`src/rtl/uart_cmd_sched_pkg.sv`:
```
// uart_cmd_sched_pkg: shared types and constants for the UART command scheduler.
//   state_e          - scheduler FSM states
//   DEF_CMD_*        - default ASCII command codes ('r', 'c', 's')
//   ACK_*            - acknowledge bytes sent when CMD_ECHO_EN is defined
//   ASCII_CR         - terminator appended to a status report
//   digit_to_ascii() - BCD digit to ASCII character
package uart_cmd_sched_pkg;

   typedef enum logic [2:0] {
      StIdle,
      StPop,
      StLatch,
      StDecode,
      StTxSend,
      StTxWait
   } state_e;

   localparam logic [7:0] DEF_CMD_RUN  = 8'h72;
   localparam logic [7:0] DEF_CMD_CLR  = 8'h63;
   localparam logic [7:0] DEF_CMD_STAT = 8'h73;

   localparam logic [7:0] ACK_RUN = 8'h52;
   localparam logic [7:0] ACK_CLR = 8'h43;
   localparam logic [7:0] ACK_UNK = 8'h3F;

   localparam logic [7:0] ASCII_CR   = 8'h0D;
   localparam logic [7:0] ASCII_ZERO = 8'h30;

   localparam logic [13:0] DIGIT_MAX = 14'd9999;

   function automatic logic [7:0] digit_to_ascii(input logic [3:0] d);
      return ASCII_ZERO + {4'h0, d};
   endfunction

endpackage

```
`src/rtl/uart_cmd_sched_bin2ascii4.sv`:
```
// bin2ascii4: combinational 14-bit binary to four ASCII decimal digits, MSD in
// ascii[31:24]. Inputs above 9999 saturate to "9999".
//   bin   - binary value (0..16383)
//   ascii - four ASCII characters, most significant digit first
module bin2ascii4
   import uart_cmd_sched_pkg::*;
(
   input  logic [13:0] bin,
   output logic [31:0] ascii
);

   logic [13:0] sat;
   logic [3:0]  d3, d2, d1, d0;

   assign sat = (bin > DIGIT_MAX) ? DIGIT_MAX : bin;

   // Each quotient/remainder is at most 9 once saturated, so 4 bits suffice.
   assign d3 = 4'(sat / 14'd1000);
   assign d2 = 4'((sat / 14'd100) % 14'd10);
   assign d1 = 4'((sat / 14'd10) % 14'd10);
   assign d0 = 4'(sat % 14'd10);

   assign ascii = {digit_to_ascii(d3), digit_to_ascii(d2),
                   digit_to_ascii(d1), digit_to_ascii(d0)};

endmodule

```
`src/rtl/uart_cmd_sched.sv`:
```
// uart_cmd_sched: pops command bytes from an RX FIFO, drives the upcounter
// run/clear controls, merges run/clear button pulses, and sends status reports
// (four ASCII digits + CR) over a UART TX byte handshake.
// Optional build macro: CMD_ECHO_EN - acknowledge 'r', 'c' and unknown bytes
// with 'R', 'C', '?'.
// Ports:
//   clk, reset          - clock, synchronous active-high reset
//   i_fifo_data/empty   - RX FIFO dout (valid the cycle after the read) / empty
//   o_fifo_rd_en        - RX FIFO read strobe (POP state only)
//   i_btn_run/clr       - debounced button pulses
//   i_digit             - current counter value
//   o_run_on/o_clr_on   - counter run level / clear pulse
//   o_tx_start/data     - UART TX start pulse and byte
//   i_tx_done           - UART TX byte-complete pulse
module uart_cmd_sched
   import uart_cmd_sched_pkg::*;
#(
   parameter logic [7:0] CMD_RUN  = DEF_CMD_RUN,
   parameter logic [7:0] CMD_CLR  = DEF_CMD_CLR,
   parameter logic [7:0] CMD_STAT = DEF_CMD_STAT
) (
   input  logic        clk,
   input  logic        reset,
   input  logic [7:0]  i_fifo_data,
   input  logic        i_fifo_empty,
   output logic        o_fifo_rd_en,
   input  logic        i_btn_run,
   input  logic        i_btn_clr,
   input  logic [13:0] i_digit,
   output logic        o_run_on,
   output logic        o_clr_on,
   output logic        o_tx_start,
   output logic [7:0]  o_tx_data,
   input  logic        i_tx_done
);

   state_e      state_q, state_d;
   logic [7:0]  byte_q, byte_d;
   logic        run_q, run_d;
   logic        clr_q, clr_d;
   logic [7:0]  tx_data_q, tx_data_d;
   logic [31:0] tx_sr_q, tx_sr_d;     // bytes still to send after tx_data_q
   logic [2:0]  tx_left_q, tx_left_d; // number of valid bytes in tx_sr_q
   logic [31:0] digit_ascii;
   logic        btn_any;

   bin2ascii4 u_bin2ascii4 (
      .bin   (i_digit),
      .ascii (digit_ascii)
   );

   assign btn_any = i_btn_run | i_btn_clr;

   always_comb begin
      state_d      = state_q;
      byte_d       = byte_q;
      run_d        = run_q;
      clr_d        = 1'b0;
      tx_data_d    = tx_data_q;
      tx_sr_d      = tx_sr_q;
      tx_left_d    = tx_left_q;
      o_fifo_rd_en = 1'b0;
      o_tx_start   = 1'b0;

      // Buttons act in every state; clear dominates a coincident run toggle.
      if (i_btn_clr) begin
         run_d = 1'b0;
         clr_d = 1'b1;
      end else if (i_btn_run) begin
         run_d = ~run_q;
      end

      case (state_q)
         StIdle: begin
            if (!i_fifo_empty) state_d = StPop;
         end
         StPop: begin
            // Empty cannot rise here without a read, but never strobe an empty FIFO.
            if (!i_fifo_empty) begin
               o_fifo_rd_en = 1'b1;
               state_d      = StLatch;
            end else begin
               state_d = StIdle;
            end
         end
         StLatch: begin
            byte_d  = i_fifo_data;
            state_d = StDecode;
         end
         StDecode: begin
            // A button pulse owns this cycle; the command is applied next cycle.
            if (!btn_any) begin
               if (byte_q == CMD_STAT) begin
                  tx_data_d = digit_ascii[31:24];
                  tx_sr_d   = {digit_ascii[23:0], ASCII_CR};
                  tx_left_d = 3'd4;
                  state_d   = StTxSend;
               end else begin
                  if (byte_q == CMD_RUN) begin
                     run_d = ~run_q;
                  end else if (byte_q == CMD_CLR) begin
                     run_d = 1'b0;
                     clr_d = 1'b1;
                  end
`ifdef CMD_ECHO_EN
                  if (byte_q == CMD_RUN)      tx_data_d = ACK_RUN;
                  else if (byte_q == CMD_CLR) tx_data_d = ACK_CLR;
                  else                        tx_data_d = ACK_UNK;
                  tx_left_d = 3'd0;
                  state_d   = StTxSend;
`else
                  state_d = StIdle;
`endif
               end
            end
         end
         StTxSend: begin
            o_tx_start = 1'b1;
            state_d    = StTxWait;
         end
         StTxWait: begin
            if (i_tx_done) begin
               if (tx_left_q != 3'd0) begin
                  tx_data_d = tx_sr_q[31:24];
                  tx_sr_d   = {tx_sr_q[23:0], 8'h00};
                  tx_left_d = tx_left_q - 3'd1;
                  state_d   = StTxSend;
               end else begin
                  state_d = StIdle;
               end
            end
         end
         default: state_d = StIdle;
      endcase
   end

   always_ff @(posedge clk) begin
      if (reset) begin
         state_q   <= StIdle;
         byte_q    <= 8'h00;
         run_q     <= 1'b0;
         clr_q     <= 1'b0;
         tx_data_q <= 8'h00;
         tx_sr_q   <= 32'h0;
         tx_left_q <= 3'd0;
      end else begin
         state_q   <= state_d;
         byte_q    <= byte_d;
         run_q     <= run_d;
         clr_q     <= clr_d;
         tx_data_q <= tx_data_d;
         tx_sr_q   <= tx_sr_d;
         tx_left_q <= tx_left_d;
      end
   end

   assign o_run_on  = run_q;
   assign o_clr_on  = clr_q;
   assign o_tx_data = tx_data_q;

endmodule

```
`config.mk`:
```
export PLATFORM = sky130hd
export DESIGN_NAME = uart_cmd_sched
export DESIGN_NICKNAME = d
export VERILOG_FILES = /design/src/rtl/uart_cmd_sched_pkg.sv /design/src/rtl/uart_cmd_sched_bin2ascii4.sv /design/src/rtl/uart_cmd_sched.sv
export SDC_FILE = /design/constraint.sdc
export NUM_CORES = 1
export LEC_CHECK = 0
export CORE_ASPECT_RATIO = 1.1
export CORE_MARGIN = 2
export CORE_UTILIZATION = 46
export CTS_CLUSTER_SIZE = 20
export DETAILED_ROUTE_END_ITERATION = 8
export GPL_ROUTABILITY_DRIVEN = 0
export MAX_ROUTING_LAYER = met4
export PLACE_DENSITY_LB_ADDON = 0.25
export SETUP_SLACK_MARGIN = 0.4
export SYNTH_ARGS = -nofsm -noshare
export SYNTH_HDL_FRONTEND = slang
export SYNTH_SLANG_ARGS = --single-unit
```
`constraint.sdc`:
```
create_clock -name clk -period 7.2 [get_ports clk]
set_clock_uncertainty 0.1 [all_clocks]
set_input_delay 1.08 -clock clk [delete_from_list [all_inputs] [get_ports clk]]
set_output_delay 1.08 -clock clk [all_outputs]
set_load 0.05 [all_outputs]
```
### Yosys cells after proc, flatten, opt, wreduce, memory -nomap -nowiden

Index checks and enable logic that the tools add are counted.

* $lt $le $gt $ge: 1
* div/mod/pow operators: 6
* reductions and logical operators: 5
* add/sub/neg operators: 5
* bitwise gates (word level): 2
* muxes and demuxes: 39
* multiply operators: 0
* shift-type cells: 0
* equal/unequal tests: 13

Operators by type and width (number)
* 32-bit 2-to-1 mux: 4
* 32-bit case mux with 2 select lines: 1
* 14-bit by 4-bit modulo with 14-bit output, second input constant: 3
* 8-bit 2-to-1 mux: 4
* 6-bit by 4-bit adder with 7-bit output, first input constant: 4
* 3-bit 2-to-1 mux: 9
* 8-bit by 7-bit equality test with 1-bit output, second input constant: 3
* 3-bit case mux with 6 select lines: 1
* 1-bit 2-to-1 mux: 16
* 8-bit case mux with 2 select lines: 1
* 14-bit by 10-bit divider with 14-bit output, second input constant: 1
* 14-bit by 4-bit divider with 14-bit output, second input constant: 1
* 14-bit by 7-bit divider with 14-bit output, second input constant: 1
* 14-bit > comparator, second input constant: 1
* 14-bit 2-to-1 mux: 1
* 2-bit inequality test, second input constant: 5
* 3-bit by 2-bit equality test with 1-bit output, second input constant: 2
* 3-bit equality test, second input constant: 2
* 3-bit case mux with 2 select lines: 1
* 5-bit AND reduction: 1
* 3-bit by 1-bit equality test with 1-bit output, second input constant: 1
* 3-bit zero test: 1
* 3-bit AND reduction: 1
* 3-bit nonzero test: 1
* other kinds (5): 5

* memory bits (read-only): 0
* register bits after elaboration: 56
* input bits: 28
* word-level logic and storage cells: 78
* output and inout port bits: 12
* memories kept: 0
* bits in latches: 0
* bits in writable memories: 0

### Logic depth before layout (Yosys ltp)

* depth in word-level cells: 8
* mapped depth: 29
* mapped depth without buffers: 25

### Modules after synthesis

A second synthesis with hierarchy kept.

* cell total of the unflattened synthesis: 855
* area total of the unflattened synthesis: 6358.6 µm²

Modules (own cells, without submodules)
* bin2ascii4: area an instance 3928.8 µm², cells an instance 593, sequential area each 0.0 µm², instances 1
* uart_cmd_sched: area an instance 2429.8 µm², cells an instance 262, sequential area each 980.9 µm², instances 1

### Least setup slack after synthesis

OpenSTA, ideal clock, no wires.

* path type: input to register
* from: input i_digit[10]
* to: register tx_sr_q[26]
* required time: 6968 ps
* cell stages on the path: 28
* arrival: 5670 ps
* library setup time: 132 ps
* slack: 1297 ps
* path buffers: 4
* cells stage by stage: buf_4 -> a311oi_1 -> o21a_1 -> buf_4 -> and2_1 -> buf_4 -> o21ai_2 -> o211ai_2 -> buf_6 -> mux2_4 -> o41a_1 -> o31a_2 -> a41o_4 -> o21ai_4 -> inv_4 -> o221ai_4 -> nor3_1 -> nor4bb_1 -> nand3_1 -> o21a_1 -> nor2_1 -> a21oi_1 -> ha_1 -> inv_1 -> o2111ai_1 -> a21oi_1 -> a211oi_1 -> a21oi_1

* longest elaborated chain between the ends: 8

Ends and longest elaborated chain
* start: declaration: line uart_cmd_sched.sv:29 `input logic [13:0] i_digit,`
* 14-bit > comparator: line uart_cmd_sched_bin2ascii4.sv:15 `assign sat = (bin > DIGIT_MAX) ? DIGIT_MAX : bin;`
* 14-bit 2-to-1 mux *: line uart_cmd_sched_bin2ascii4.sv:15
* 14-bit by 7-bit divider with 14-bit output *: line uart_cmd_sched_bin2ascii4.sv:19 `assign d2 = 4'((sat / 14'd100) % 14'd10);`
* 14-bit by 4-bit modulo with 14-bit output *: line uart_cmd_sched_bin2ascii4.sv:19
* 6-bit by 4-bit adder with 7-bit output *: line uart_cmd_sched_pkg.sv:32 `return ASCII_ZERO + {4'h0, d};`
* 32-bit 2-to-1 mux *: line uart_cmd_sched.sv:93 `if (byte_q == CMD_STAT) begin`
* 32-bit 2-to-1 mux *: line uart_cmd_sched.sv:92 `if (!btn_any) begin`
* 32-bit case mux with 2 select lines *: line uart_cmd_sched.sv:73 `case (state_q)`
* end signal: assignment: line uart_cmd_sched.sv:152 `tx_sr_q <= tx_sr_d;`
* end: declaration: line uart_cmd_sched.sv:42 `logic [31:0] tx_sr_q, tx_sr_d;`

Every way passes the cells marked *; elsewhere a longest branch is shown, timed or not. The select of a mux whose other input is x is not followed.
A chain may end at the register's enable or synchronous reset.

### Worst setup path in the final report

* from: input i_digit[9]
* to: register tx_sr_q[26]

Same word-level chain as after synthesis.

==> out/qor.csv <==
stage,metric,value,unit
outcome,status,completed,
power_and_ir_drop,Lkg Pwr,2.46,nW
route,DRC violations left,0,
route,Total Wirelength,18800,um
logic_synthesis,synthesized area,5720,sq um
timing,RSZ-0062 raised after global routing,yes,
route,DR top layer,met4,
floorplanning,core area,12100,sq um
critical_path,CP max stage delay,0.58,ns
grt,Total GRT Usage,0.278,
cells_and_area,Layout Cells excl Fill,1034,
critical_path,CP Launch Type,input pin,
grt,gr ovfl total,0,
cells_and_area,nets@finish,918,
cells_and_area,"commonest cells after routing, fill and taps aside","nor2_1, nand2_1, a21oi_1",
grt,initial antenna violation count,0,
placed_design,HPWL Detailed,13900,um
route,per-cell routed wire length,18.2,um
critical_path,Crit Path Category,in -> reg,
power_and_ir_drop,pwr dens,218,nW/um^2
route,iteration-0 DRC count of the detailed router,944,
logic_synthesis,Synth Instances,831,
clocking,Num CTS Buffers,5,
clocking,Max clock buf depth,2,
route,met1 WL,8140,um
route,DR pass1 iterations,7,
power_and_ir_drop,total power,0.00149,W
clocking,"Reg clk slew, reported paths",0.06,ns
placed_design,placed insts,1016,
clocking,clock sink count,36,
timing,setup ws final,0.657,ns
timing,relative slew slack,0.255,
route,Vias/cell,6.68,
floorplanning,initial core utilization,0.473,
clocking,CTS tree,built,
power_and_ir_drop,Pint,0.000770,W
logic_synthesis,top_reg_cell synth,dfxtp_1,
logic_synthesis,post-synthesis async set-or-reset flop share,0,
route,met3 wire length,1560,um
timing,crit share post-route,0.909,
power_and_ir_drop,Sw Ratio,0.483,
route,met2 wire length,8810,um
placed_design,Place WS,0.0939,ns
logic_synthesis,syn_area_per_cell,6.89,sq um
route,via count,6902,
cells_and_area,Area Overhead vs Synth,19.7,%
power_and_ir_drop,Sequential Power Share,0.138,
placed_design,port bufs,37,
floorplanning,I/O pin count,40,
critical_path,crit end category,register,
power_and_ir_drop,clock share of power,0.142,
logic_synthesis,Yosys cell types,114,
critical_path,CP arrival,6.65,ns
cells_and_area,layout cells sized above 1,0.182,
hold_path,Worst Hold Class,reg -> reg,
clocking,H-tree lvl count,2,
clocking,CTS root buf,clkbuf_16,
power_and_ir_drop,switching power,0.000720,W
clocking,worst skew pair latency,0.28,ns
cells_and_area,Ant. Diodes,0,
critical_path,Required @ worst endpoint,7.31,ns
floorplanning,FP Rows,42,
logic_synthesis,Post-synth EDFFs,0,
floorplanning,die width,110,um
route,Post-DRT Antenna Nets,0,
power_and_ir_drop,Comb pwr share,0.720,
grt,global-route wire length before repair,29800,um
timing,setup TNS,0,ns
run,MaxCap Viol Count,0,
timing,final slew viol count,0,
cells_and_area,Post-Route Utilization,0.567,
timing,final hold vios,0,
cells_and_area,Fill cells,1120,
logic_synthesis,Ys Warns,0,
logic_synthesis,register area share after synthesis,0.126,
timing,Final setup violation count,0,
logic_synthesis,Synth Register Bits,36,
grt,largest net degree at the start of global routing,34,
floorplanning,die height,121,um
timing,Max Freq,0.153,GHz
timing,Period minus WS final,6.54,ns
critical_path,slowest CP cell,a2111oi_1,
power_and_ir_drop,maximum vdd drop,0.147,mV
critical_path,crit path max fanout,14,
floorplanning,Die Footprint,13300,sq um
critical_path,most frequent CP cell,a21oi_1,
grt,vias in the first global route,6215,
timing,worst slew pin tran,1.11,ns
-- per-layer routing --
layer | vias up | track usage
met5 | - | -
met4 | 0 | 0.0586
met3 | 39 | 0.0397
met2 | 357 | 0.454
met1 | 3249 | 0.364
li1 | 3257 | -
-- cell type report --
type / instances / area (sq um) / share of cell area
clock inverters: 3 / 18.8 / 0.00274
flip-flops and latches: 36 / 721 / 0.105
clock buffers: 5 / 125 / 0.0183
well taps: 154 / 193 / 0.0281
multi-input cells: 710 / 4800 / 0.701
inverters: 25 / 96.3 / 0.0141
repair buffers: 101 / 893 / 0.130
-- stage by stage --
stage	area, sq um	hold WS [ns]
floorplan	5730	0.332
global placement	6390	0.344
detailed placement	6390	0.349
CTS	6540	0.359
global route	6850	0.391
finish	6850	0.360
-- critical path: cells and delay by family --
kind | cells | cell delay (ns)
and+or+nand+nor | 4 | 0.71
buffers and inverters | 5 | 1.25
AOI/OAI and AO/OA | 14 | 3.10
adders and majority gates | 1 | 0.22
muxes | 1 | 0.31
-- cells in the mapped netlist, types with 15 or more instances --
master	count	share of area
nor3_1	23	0.020
xnor2_1	17	0.026
nand2_1	90	0.059
a31oi_1	15	0.016
clkbuf_1	30	0.020
inv_1	23	0.015
nand3_1	24	0.021
a21oi_1	69	0.060
o211ai_1	27	0.035
o21ai_0	58	0.051
nor2_1	90	0.059
dfxtp_1	36	0.13
-- power by group through the flow --
stage               Sequential (W)  Combinational [W]  Clock, W
finish                    0.000205            0.00107  0.000212
global route              0.000205            0.00116  0.000220
CTS                       0.000205           0.000971  0.000212
detailed placement        0.000209           0.000961         0
global placement          0.000209           0.000934         0
floorplan                 0.000210           0.000729         0
-- final timing paths --
kind / to / cells after the start / from / slack [ns]
hold / removal: tx_sr_q[16] / 2 / tx_sr_q[16] / 0.36
hold reg to reg: tx_sr_q[16] / 2 / tx_sr_q[16] / 0.36
setup / recovery: tx_sr_q[26] / 25 / i_digit[9] / 0.66
setup reg to reg: tx_sr_q[26] / 9 / state_q[2] / 3.88
-- sequential cells by signal, indices dropped and copies added, names as in the netlist --
register and flops:
tx_sr_q 15, byte_q 8, o_tx_data 5, state_q 3, tx_left_q 3, o_clr_on 1, o_run_on 1
-- kinds of logic (layout without fill, tap and decap cells) --
family                     count (synthesis)  in the layout  share of synthesized area
DFF                                       36             36                      0.126
xor gates and xnor gates                  19             19                     0.0291
buffers and inverters                     86            134                     0.0717
and+or+nand+nor                          327            327                      0.285
AOI/OAI and AO/OA                        334            334                      0.432
adders and majority gates                 13             13                     0.0276
muxes                                     15             15                     0.0280
other                                      1              2                   0.000655
-- timing repair --
item | 4_1_cts | 5_1_grt
hold buffers | 0 | 0
endpoints found under the setup margin | 1 | 10
gates cloned | 0 | 1
resized for setup | 2 | 48
buffers inserted | 0 | 9
pin swaps | 0 | 7
Note: power is estimated with default switching activity, not from simulation.
